`config.mk`:
```
export PLATFORM = sky130hd
export DESIGN_NAME = ptp_stamp_capture_grp
export DESIGN_NICKNAME = d
export VERILOG_FILES = /design/src/rtl/ptp_stamp_pkg.sv /design/src/rtl/ptp_stamp_detect.sv /design/src/rtl/ptp_stamp_capture_grp.sv
export SDC_FILE = /design/constraint.sdc
export NUM_CORES = 2
export LEC_CHECK = 0
export ABC_AREA = 1
export BUFFER_PORTS_ARGS = -buffer_cell sky130_fd_sc_hd__buf_2
export CORE_MARGIN = 1.5
export CORE_UTILIZATION = 45
export CTS_CLUSTER_DIAMETER = 200
export DETAILED_ROUTE_END_ITERATION = 16
export PLACE_DENSITY = 0.7
export RECOVER_POWER = 25
export SLEW_MARGIN = 15
export SYNTH_ARGS = -nofsm -noshare
export SYNTH_HDL_FRONTEND = slang
export SYNTH_SLANG_ARGS = --single-unit
```
`constraint.sdc`:
```
create_clock -name clk -period 9.3 [get_ports clk]
set_clock_uncertainty 0.15 [all_clocks]
set_input_delay 0.465 -clock clk [delete_from_list [all_inputs] [get_ports clk]]
set_output_delay 0.465 -clock clk [all_outputs]
set_load 0.1 [all_outputs]
```
`src/rtl/ptp_stamp_pkg.sv`:
```
// Shared definitions for the PTP event timestamp capture group.
// Holds the frame byte constants, the header byte offsets counted from the
// first byte after the SFD, the channel FSM encoding and the stamp entry
// field widths.
package ptp_stamp_pkg;

  localparam logic [7:0] SFD      = 8'hD5;
  localparam logic [7:0] PREAMBLE = 8'h55;

  // Header byte index counter: 0..45 needs 6 bits.
  localparam int IDX_W = 6;

  localparam logic [IDX_W-1:0] IDX_ETYPE_HI = 6'd12;
  localparam logic [IDX_W-1:0] IDX_ETYPE_LO = 6'd13;
  localparam logic [IDX_W-1:0] IDX_MSGTYPE  = 6'd14;
  localparam logic [IDX_W-1:0] IDX_SEQ_HI   = 6'd44;
  localparam logic [IDX_W-1:0] IDX_SEQ_LO   = 6'd45;

  // Channel FSM encoding.
  localparam logic [1:0] ST_IDLE = 2'd0;
  localparam logic [1:0] ST_PRE  = 2'd1;
  localparam logic [1:0] ST_HDR  = 2'd2;
  localparam logic [1:0] ST_SKIP = 2'd3;

  // Stamp entry field widths (the time field width is a parameter).
  localparam int PORT_W = 3;
  localparam int MSG_W  = 4;
  localparam int SEQ_W  = 16;

  // Header part of a queued stamp entry.
  typedef struct packed {
    logic [PORT_W-1:0] port;
    logic [MSG_W-1:0]  msg_type;
    logic [SEQ_W-1:0]  seq_id;
  } stamp_hdr_t;

endpackage

```
`src/rtl/ptp_stamp_detect.sv`:
```
// Per-port PTP event detector.
// Watches one GMII-style byte stream, finds preamble + SFD, latches
// counter_val on the SFD byte, checks the ethertype and extracts
// messageType and sequenceId. A completed event is parked in a one-entry
// holding register until the arbiter grants it.
// Ports:
//   clk, reset        core clock, synchronous active-low reset
//   counter_val       free-running time counter
//   d, en             byte and byte-valid of this port
//   grant             arbiter takes the holding register this cycle
//   pending           holding register holds an event
//   hold_msg_type/hold_seq_id/hold_time   holding register contents
//   drop              an event completed but could not be held (pulse)
//   state_dbg         FSM state for observation
module ptp_stamp_detect
  import ptp_stamp_pkg::*;
#(
  parameter int          COUNTER_WIDTH = 64,
  parameter logic [15:0] PTP_ETHERTYPE = 16'h88F7
) (
  input  logic                     clk,
  input  logic                     reset,
  input  logic [COUNTER_WIDTH-1:0] counter_val,
  input  logic [7:0]               d,
  input  logic                     en,
  input  logic                     grant,
  output logic                     pending,
  output logic [MSG_W-1:0]         hold_msg_type,
  output logic [SEQ_W-1:0]         hold_seq_id,
  output logic [COUNTER_WIDTH-1:0] hold_time,
  output logic                     drop,
  output logic [1:0]               state_dbg
);

  logic [1:0]               state;
  logic                     armed;
  logic [IDX_W-1:0]         idx;
  logic [COUNTER_WIDTH-1:0] cap_time;
  logic [MSG_W-1:0]         cap_msg;
  logic [7:0]               cap_seq_hi;
  logic                     complete;

  // Last sequenceId byte of a frame whose ethertype already matched.
  assign complete = en && (state == ST_HDR) && (idx == IDX_SEQ_LO);
  // The holding register stays occupied unless it is granted this cycle.
  assign drop      = complete && pending && !grant;
  assign state_dbg = state;

  always_ff @(posedge clk) begin
    if (!reset) begin
      state         <= ST_IDLE;
      armed         <= 1'b0;
      idx           <= '0;
      cap_time      <= '0;
      cap_msg       <= '0;
      cap_seq_hi    <= '0;
      pending       <= 1'b0;
      hold_msg_type <= '0;
      hold_seq_id   <= '0;
      hold_time     <= '0;
    end else begin
      // After reset the stream may be mid-frame; frames are only accepted
      // once port_en has been seen low.
      if (!en) armed <= 1'b1;

      if (!en) begin
        state <= ST_IDLE;
      end else begin
        case (state)
          ST_IDLE: state <= (armed && d == PREAMBLE) ? ST_PRE : ST_SKIP;
          ST_PRE: begin
            if (d == SFD) begin
              state    <= ST_HDR;
              cap_time <= counter_val;
              idx      <= '0;
            end else if (d != PREAMBLE) begin
              state <= ST_SKIP;
            end
          end
          ST_HDR: begin
            idx <= idx + 1'b1;
            if (idx == IDX_ETYPE_HI && d != PTP_ETHERTYPE[15:8]) state <= ST_SKIP;
            if (idx == IDX_ETYPE_LO && d != PTP_ETHERTYPE[7:0])  state <= ST_SKIP;
            if (idx == IDX_MSGTYPE) cap_msg    <= d[3:0];
            if (idx == IDX_SEQ_HI)  cap_seq_hi <= d;
            if (idx == IDX_SEQ_LO)  state      <= ST_SKIP;
          end
          default: state <= ST_SKIP;
        endcase
      end

      // A grant in the completion cycle frees the register for the new event.
      if (complete && (!pending || grant)) begin
        pending       <= 1'b1;
        hold_msg_type <= cap_msg;
        hold_seq_id   <= {cap_seq_hi, d};
        hold_time     <= cap_time;
      end else if (grant) begin
        pending <= 1'b0;
      end
    end
  end

endmodule

```
`src/rtl/ptp_stamp_capture_grp.sv`:
```
// Multi-port PTP event timestamp capture unit.
// One ptp_stamp_detect per port feeds a round-robin arbiter that moves at
// most one held event per cycle into a shared first-word fall-through FIFO.
// Events that find their holding register occupied are counted in a
// saturating drop counter.
// Handshake: the head entry is valid while stamp_vld=1; it is consumed on
// a clk edge where stamp_vld=1 and stamp_rd=1 (stamp_rd alone is ignored).
// Ports:
//   clk, reset             core clock, synchronous active-low reset
//   counter_val            free-running time counter
//   port_d, port_en        per-port byte stream and byte-valid
//   stamp_vld, stamp_rd    FIFO head valid / pop
//   stamp_port/msg_type/seq_id/time   head entry fields (0 when empty)
//   fifo_count             FIFO occupancy
//   drop_cnt, drop_cnt_clr saturating lost-event counter and its clear
//   chan_state             per-port FSM state, 2 bits per port
module ptp_stamp_capture_grp
  import ptp_stamp_pkg::*;
#(
  parameter int          NUM_PORTS      = 4,
  parameter int          COUNTER_WIDTH  = 64,
  parameter int          FIFO_DEPTH     = 16,
  parameter logic [15:0] PTP_ETHERTYPE  = 16'h88F7,
  parameter int          DROP_CNT_WIDTH = 16
) (
  input  logic                            clk,
  input  logic                            reset,
  input  logic [COUNTER_WIDTH-1:0]        counter_val,
  input  logic [8*NUM_PORTS-1:0]          port_d,
  input  logic [NUM_PORTS-1:0]            port_en,
  output logic                            stamp_vld,
  input  logic                            stamp_rd,
  output logic [PORT_W-1:0]               stamp_port,
  output logic [MSG_W-1:0]                stamp_msg_type,
  output logic [SEQ_W-1:0]                stamp_seq_id,
  output logic [COUNTER_WIDTH-1:0]        stamp_time,
  output logic [$clog2(FIFO_DEPTH):0]     fifo_count,
  output logic [DROP_CNT_WIDTH-1:0]       drop_cnt,
  input  logic                            drop_cnt_clr,
  output logic [2*NUM_PORTS-1:0]          chan_state
);

  localparam int AW    = $clog2(FIFO_DEPTH);
  localparam int CNT_W = AW + 1;
  localparam int SUM_W = $clog2(NUM_PORTS + 1);
  localparam int DW1   = DROP_CNT_WIDTH + 1;
  localparam logic [CNT_W-1:0] FULL_CNT = CNT_W'(FIFO_DEPTH);

  logic [NUM_PORTS-1:0]     pend;
  logic [NUM_PORTS-1:0]     drop;
  logic [NUM_PORTS-1:0]     grant_vec;
  logic [MSG_W-1:0]         h_msg  [NUM_PORTS];
  logic [SEQ_W-1:0]         h_seq  [NUM_PORTS];
  logic [COUNTER_WIDTH-1:0] h_time [NUM_PORTS];

  for (genvar g = 0; g < NUM_PORTS; g++) begin : g_ch
    ptp_stamp_detect #(
      .COUNTER_WIDTH (COUNTER_WIDTH),
      .PTP_ETHERTYPE (PTP_ETHERTYPE)
    ) u_det (
      .clk           (clk),
      .reset         (reset),
      .counter_val   (counter_val),
      .d             (port_d[8*g +: 8]),
      .en            (port_en[g]),
      .grant         (grant_vec[g]),
      .pending       (pend[g]),
      .hold_msg_type (h_msg[g]),
      .hold_seq_id   (h_seq[g]),
      .hold_time     (h_time[g]),
      .drop          (drop[g]),
      .state_dbg     (chan_state[2*g +: 2])
    );
  end

  // ---------------- round-robin arbiter ----------------
  logic [PORT_W-1:0] last_grant;
  logic [PORT_W-1:0] grant_idx;
  logic              grant_vld;
  logic              fifo_full;

  // Fullness uses the registered count, so a pop never opens a slot for a
  // grant in the same cycle.
  assign fifo_full = (fifo_count == FULL_CNT);

  always_comb begin
    grant_vld = 1'b0;
    grant_idx = '0;
    // Ports above last_grant first, then wrap to the ones at or below it.
    for (int c = 0; c < NUM_PORTS; c++) begin
      if (!grant_vld && pend[c] && PORT_W'(c) > last_grant) begin
        grant_vld = 1'b1;
        grant_idx = PORT_W'(c);
      end
    end
    for (int c = 0; c < NUM_PORTS; c++) begin
      if (!grant_vld && pend[c] && PORT_W'(c) <= last_grant) begin
        grant_vld = 1'b1;
        grant_idx = PORT_W'(c);
      end
    end
    if (fifo_full) grant_vld = 1'b0;
  end

  stamp_hdr_t               push_hdr;
  logic [COUNTER_WIDTH-1:0] push_time;

  always_comb begin
    grant_vec = '0;
    push_hdr  = '0;
    push_time = '0;
    for (int c = 0; c < NUM_PORTS; c++) begin
      grant_vec[c] = grant_vld && (grant_idx == PORT_W'(c));
      if (grant_vec[c]) begin
        push_hdr.port     = PORT_W'(c);
        push_hdr.msg_type = h_msg[c];
        push_hdr.seq_id   = h_seq[c];
        push_time         = h_time[c];
      end
    end
  end

  // ---------------- shared FIFO ----------------
  stamp_hdr_t               mem_hdr  [FIFO_DEPTH];
  logic [COUNTER_WIDTH-1:0] mem_time [FIFO_DEPTH];
  logic [AW-1:0]            wr_ptr;
  logic [AW-1:0]            rd_ptr;
  logic                     push;
  logic                     pop;

  assign push      = grant_vld;
  assign stamp_vld = (fifo_count != '0);
  assign pop       = stamp_rd && stamp_vld;

  // Storage is not reset; the head fields are masked while empty instead.
  always_ff @(posedge clk) begin
    if (push) begin
      mem_hdr[wr_ptr]  <= push_hdr;
      mem_time[wr_ptr] <= push_time;
    end
  end

  always_ff @(posedge clk) begin
    if (!reset) begin
      wr_ptr     <= '0;
      rd_ptr     <= '0;
      fifo_count <= '0;
      last_grant <= '0;
    end else begin
      if (push) begin
        wr_ptr     <= wr_ptr + 1'b1;
        last_grant <= grant_idx;
      end
      if (pop) rd_ptr <= rd_ptr + 1'b1;
      case ({push, pop})
        2'b10:   fifo_count <= fifo_count + 1'b1;
        2'b01:   fifo_count <= fifo_count - 1'b1;
        default: fifo_count <= fifo_count;
      endcase
    end
  end

  stamp_hdr_t head_hdr;
  assign head_hdr       = stamp_vld ? mem_hdr[rd_ptr] : '0;
  assign stamp_port     = head_hdr.port;
  assign stamp_msg_type = head_hdr.msg_type;
  assign stamp_seq_id   = head_hdr.seq_id;
  assign stamp_time     = stamp_vld ? mem_time[rd_ptr] : '0;

  // ---------------- drop counter ----------------
  logic [SUM_W-1:0] drop_sum;
  logic [DW1-1:0]   drop_add;

  always_comb begin
    drop_sum = '0;
    for (int c = 0; c < NUM_PORTS; c++) drop_sum = drop_sum + SUM_W'(drop[c]);
  end

  assign drop_add = {1'b0, drop_cnt} + DW1'(drop_sum);

  always_ff @(posedge clk) begin
    if (!reset) begin
      drop_cnt <= '0;
    end else if (drop_cnt_clr) begin
      // Drops in the clearing cycle are still counted.
      drop_cnt <= DROP_CNT_WIDTH'(drop_sum);
    end else if (drop_add[DW1-1]) begin
      drop_cnt <= '1;
    end else begin
      drop_cnt <= drop_add[DROP_CNT_WIDTH-1:0];
    end
  end

endmodule

```
# Word-level counts from Yosys, hierarchy flattened
# Memories as Yosys holds them, arrays and structs flattened. A register that Yosys moved wholly into a read port is not among the register bits.
# Index checks and enable logic that the tools add are counted.
# op_classes
reduce_logical,111
bitwise_logic,1
eq_ne,66
n_addsub,12
muxes,79
magnitude_cmp,8
# op_table
cell,count
$mux 64,5
$mux 23,4
$eq 6x4->1 const B,12
$ne 8x8->1 const B,8
$logic_and 1x1->1,52
$eq 6x6->1 const B,8
$mux 2,24
$pmux 6 s2,4
$reduce_and 3->1,16
$eq 8x7->1 const B,4
$eq 8x8->1 const B,4
$ne 8x7->1 const B,4
$add 6x1->6 const B,4
$mux 6,4
$pmux 2 s3,4
$mux 3,7
$mux 1,20
$mux 20,1
$reduce_bool 2->1,9
$add 16x3->17,1
$mux 16,1
$mux 4,4
$ne 4x4->1 const B,4
$reduce_and 2->1,8
25 further kinds,65
# totals
in_bits,104
elab_cells,325
n_memories,2
reg_bits,712
output_inout_bits,117
ramBits,1392
# mem_list
name,depth,word_bits,rd,rd_clocked_by_memory_dff,write_ports,line_no,rtl
mem_time,16,64,1,1,1,ptp_stamp_capture_grp.sv:125,logic [COUNTER_WIDTH-1:0] mem_time [FIFO_DEPTH];
mem_hdr,16,23,1,1,1,ptp_stamp_capture_grp.sv:124,stamp_hdr_t mem_hdr [FIFO_DEPTH];

# Longest topological paths before layout
# depth
word_depth,41
depth_mapped,28
ltp_nobuf,27

# Hierarchy
# Synthesis repeated with hierarchy kept, for this count alone.
# unflattened
hier_cells,7436
area_unflattened_um2,81750.9
# modules_own_cells
module,n_inst,cells_each,area_per_inst_um2,seq_area_each_um2
ptp_stamp_capture_grp,1,4424,57342.5,42020.3
ptp_stamp_detect,4,753,6102.1,3403.3

# Worst setup path before layout
# Ideal clock, no wire load.
# synth_path
path_type,register -> register
from,reg fifo_count[0]
to,mem mem_hdr[0][0] (netlist name) (enable)
setup_ps,636
stages_incl_launch_ff,8
n_path_buf,1
path_slack_ps,887
required_time_ps,8514
t_arrival_ps,7627
synth_period_minus_slack_ps,8413
cell_sequence,dfxtp_1 > inv_1 > nand4_1 > nor2_1 > inv_1 > nand2_2 > buf_1 > nor3_1
# synth_via
elab_chain_cells,4
# synth_lines
element,line_no,rtl
start: declaration,ptp_stamp_capture_grp.sv:37,"output logic [$clog2(FIFO_DEPTH):0] fifo_count,"
start signal: assignment,ptp_stamp_capture_grp.sv:156,2'b10: fifo_count <= fifo_count + 1'b1;
start signal: assignment,ptp_stamp_capture_grp.sv:157,2'b01: fifo_count <= fifo_count - 1'b1;
start signal: assignment,ptp_stamp_capture_grp.sv:158,default: fifo_count <= fifo_count;
$eq 5x5->1,ptp_stamp_capture_grp.sv:84,assign fifo_full = (fifo_count == FULL_CNT);
$mux 1,ptp_stamp_capture_grp.sv:102,if (fifo_full) grant_vld = 1'b0;
$mux 1,ptp_stamp_capture_grp.sv:137,if (push) begin
$mux 1 (not written as such),ptp_stamp_capture_grp.sv:138,mem_hdr[wr_ptr] <= push_hdr;
end: declaration,ptp_stamp_capture_grp.sv:124,
# No other way between the ends.

# Final worst setup path
# layout_path
from,reg g_ch[2].u_det.pending
to,reg g_ch[0].u_det.hold_time[47]
# layout_via
elab_chain_cells,27
elab_cells_between_ends,34
cone_classes,13 x mux; 21 x reduce/logical
# layout_lines
element,line_no,rtl
start: declaration,ptp_stamp_detect.sv:27,"output logic pending,"
start signal: assignment,ptp_stamp_detect.sv:57,pending <= 1'b0;
start signal: assignment,ptp_stamp_detect.sv:94,pending <= 1'b1;
start signal: assignment,ptp_stamp_detect.sv:99,pending <= 1'b0;
$logic_and 1x1->1 (2 in a row),ptp_stamp_capture_grp.sv:91,if (!grant_vld && pend[c] && PORT_W'(c) > last_grant) begin
$mux 1,ptp_stamp_capture_grp.sv:91,
$logic_not 1->1,ptp_stamp_capture_grp.sv:91,
$logic_and 1x1->1 (2 in a row),ptp_stamp_capture_grp.sv:91,
$mux 1,ptp_stamp_capture_grp.sv:91,
$logic_not 1->1,ptp_stamp_capture_grp.sv:97,if (!grant_vld && pend[c] && PORT_W'(c) <= last_grant) begin
$logic_and 1x1->1 (2 in a row),ptp_stamp_capture_grp.sv:97,
$mux 1,ptp_stamp_capture_grp.sv:97,
[7 not listed],n/a,
$mux 1,ptp_stamp_capture_grp.sv:97,
$logic_not 1->1,ptp_stamp_capture_grp.sv:97,
$logic_and 1x1->1 (2 in a row),ptp_stamp_capture_grp.sv:97,
$mux 3 or $mux 1 (tied branches),ptp_stamp_capture_grp.sv:97,
$logic_not 3->1 or $mux 1 (tied branches),"ptp_stamp_capture_grp.sv:113, ptp_stamp_capture_grp.sv:102",
$logic_and 1x1->1 *,ptp_stamp_capture_grp.sv:113,grant_vec[c] = grant_vld && (grant_idx == PORT_W'(c));
$logic_or 1x1->1 *,ptp_stamp_detect.sv:93,if (complete && (!pending || grant)) begin
$logic_and 1x1->1 *,ptp_stamp_detect.sv:93,
end signal: assignment,ptp_stamp_detect.sv:97,hold_time <= cap_time;
end: declaration,ptp_stamp_detect.sv:30,"output logic [COUNTER_WIDTH-1:0] hold_time,"
# Mark *: on every way between the ends. The rest lies on a longest branch, timed or not.
# A chain may end at the register's enable or synchronous reset.

==> results.json <==
{
  "ant_nets": 0,
  "drv_cap": 29,
  "overflow": 0,
  "violations": "capacitance limit, slew limit",
  "clock_latency_ns": 0.83,
  "timing.fmax_mhz": 154,
  "rows": 157,
  "die-area_um2": 187000,
  "cts_tree": "built",
  "fin_cells": 10500,
  "viasPerCell": 5.76,
  "yosysUniqueCellTypes": 41,
  "nets": 8030,
  "grt_pass1_wl_um": 349000,
  "finalMaxSlewViolations": 1280,
  "dpl.hpwl_um": 123000,
  "relSlewSlack": -1.95,
  "synth_area_leaders": "edfxtp_1 50%, dfxtp_1 17%, o21ai_0 6.6%",
  "period_minus_slack_ns": 6.48,
  "clk_path_buf_depth": 3,
  "syn-num-nets": 8007,
  "synth.top_cell.area_share": 0.498,
  "muxShareOfSynthArea": 0,
  "yosys_register_bits": 2091,
  "wl_um": 233000,
  "cts_buffers": 196,
  "synthSimpleGateAreaFrac": 0.127,
  "final_common_cell": "edfxtp_1",
  "start_kind": "flop",
  "clockRootBuffer": "clkbuf_16",
  "synth-adder-area-share": 0.00525,
  "port_buffers": 219,
  "powerDensity_nw_per_um2": 257,
  "die_y_um": 432,
  "post-place-cells": 10000,
  "coreArea_um2": 183000,
  "vdd_ir_drop_max_uv": 323,
  "layout_common_cells": "1,376 x edfxtp_1, 1,322 x nor2_1, 1,102 x o21ai_0",
  "drtPass1Iterations": 6,
  "synth_compound_area_frac": 0.147,
  "hold_class": "primary input to flop",
  "cp_slowest_stage_delay_ns": 2.97,
  "cts.htree.levels": 4,
  "die_w_um": 432,
  "cp.arrival_ns": 7.03,
  "netlist_instances": 7870,
  "syn_to_final_growth_pct": 11.6,
  "crit_slowest_cell": "nand2_1",
  "post-synth-top-area-cell": "edfxtp_1",
  "syn-cell-area_um2": 82900,
  "cts_setup_buffers": 0,
  "syn_avg_cell_area_um2": 10.5,
  "hold_violations": 0,
  "layout-drive-gt1-share": 0.0685,
  "cts.reportedPaths.clkPinSlew_ns": 0.07,
  "routabilityCongestion": 0.841,
  "endpoint_kind": "flop",
  "cp_num_buf_inv": 1,
  "grt_pass1_vias": 58000,
  "setup_viol": 0,
  "setup-tns-final_ns": 0,
  "grt_start_max_net_pins": 238,
  "cp_top_family": "simple AND/OR/NAND/NOR gates",
  "crit_type": "flop to flop",
  "antenna_found_initial": 42,
  "path_max_fanout": 105,
  "synth_async_sr_flop_share": 0,
  "synth-edff-count": 1376,
  "rsz0062_at_grt": "no",
  "tightestPinTransition_ns": 4.42,
  "status": "complete, but fails checks",
  "synthXorXnorAreaFrac": 0.00137,
  "yosysSeqAreaShare": 0.671,
  "io_pins": 221,
  "grt_util_all_layers": 0.244,
  "crit_required_ns": 9.85,
  "cp_common_cell": "nand2_1",
  "path_cells": "nand2_1, nand4_1, nor2_1, nand2_1, nand2_1, nor2_1, nand2_1, nand2_1, buf_4, nand3_1, nand2_1, nor2_1",
  "dr_total_vias": 60700,
  "synth_top_family_by_area": "compound AO/OA/AOI/OAI gates",
  "ys_warn_count": 0,
  "wl_per_cell_um": 22.1,
  "route.detailed.drc": 0,
  "fillCellCount": 16100,
  "p_leak_nw": 30.0,
  "drt_iter0_markers": 7057,
  "clock_sinks": 2091,
  "ys.flop_type": "edfxtp_1",
  "initial_utilization": 0.453,
  "post-route-period-util": 0.697
}
tightest hold or removal path, cell delays in order:
cell           delay, ns
dlygate4sd3_1       0.52
buf_2               0.14
a21oi_1             0.07
cell families after synthesis:
logic type | count (synthesis)
buffers and inverters | 983
xor gates and xnor gates | 13
adders and majority gates | 33
DFF | 2091
other | 1
and+or+nand+nor | 2578
AOI/OAI and AO/OA | 2171
synth_stat cells (5+ instances only):
cell and count:
inv_1 383, a21oi_1 620, o21ai_0 1102, a211oi_1 10, buf_2 120, nand3_1 369
nand2_1 710, nor2_1 1325, xor2_1 8, clkbuf_1 425, edfxtp_1 1376, xnor2_1 5
buf_1 17, o221ai_1 259, nor3_1 40, o211ai_1 86, buf_6 8, nor3b_1 7
o22ai_1 85, ha_1 30, nor4_1 6, dfxtp_1 715, buf_4 26, nand2_2 7
nand4_1 105
stage by stage:
stage / setup slack, ns / utilization / total power (W) / instance area [µm²] / hold slack, ns
final: 2.82 / 0.506 / 0.0238 / 92600 / 0.262
after global routing: 2.36 / 0.506 / 0.0246 / 92600 / 0.274
after CTS: 3.56 / 0.507 / 0.0239 / 92800 / 0.207
after detailed placement: 4.15 / 0.467 / 0.0162 / 85500 / 0.288
after global placement: 4.17 / 0.467 / 0.0161 / 85500 / 0.289
after floorplan: 0.887 / - / 0.0147 / 82900 / 0.276
area by class of cell:
cell class	instances	area (µm²)	share of cell area
clock inverters	106	842	0.00910
inverters	387	1480	0.0159
diodes	16	40.0	0.000433
clock buffers	254	5330	0.0575
flip-flops and latches	2091	55600	0.601
repair buffers	421	2830	0.0306
well taps	2464	3080	0.0333
multi-input cells	4796	23300	0.252
repair_timing:
action | CTS | global route
resized for setup | 0 | 0
hold buffers | 112 | 0
endpoints found under the setup margin | 0 | 0
endpoints found under the hold margin | 372 | 0
sequential cells by signal, indices dropped and copies added, names as in the netlist, 5 cells and up, named ones only:
signal                    cells
mem_time                   1024
mem_hdr                     352
g_ch.u_det.cap_time         256
g_ch.u_det.hold_time        256
g_ch.u_det.hold_seq_id       64
g_ch.u_det.cap_seq_hi        32
g_ch.u_det.idx               24
drop_cnt                     16
g_ch.u_det.cap_msg           16
g_ch.u_det.hold_msg_type     16
g_ch.u_det.state_dbg          8
fifo_count                    5
power by group:
part | switching, W | internal, W | leakage, nW
combinational | 0.00504 | 0.00111 | 9.42
sequential | 0.000109 | 0.00980 | 17.6
clock | 0.00342 | 0.00434 | 3.02
total | 0.00858 | 0.0152 | 30.0
routing by layer:
metal  up-vias  GRT usage  wire [µm]  part of all wire
li1      27900          -          -                 -
met1     29600      0.322      94400              0.41
met2      2681      0.399     109000              0.47
met3       445     0.0460      21200             0.091
met4        38     0.0897       7370             0.032
met5         -          0        244            0.0010
final timing paths:
path                    startpoint  cells past startpoint                     endpoint  slack (ns)
min reg2reg    g_ch[0].u_det.armed                      2          g_ch[0].u_det.armed        0.30
min                     port_en[1]                      3          g_ch[1].u_det.armed        0.26
max          g_ch[2].u_det.pending                     12  g_ch[0].u_det.hold_time[47]        2.82
max reg2reg  g_ch[2].u_det.pending                     12  g_ch[0].u_det.hold_time[47]        2.82
No activity file was read; power rests on OpenSTA's default activity.
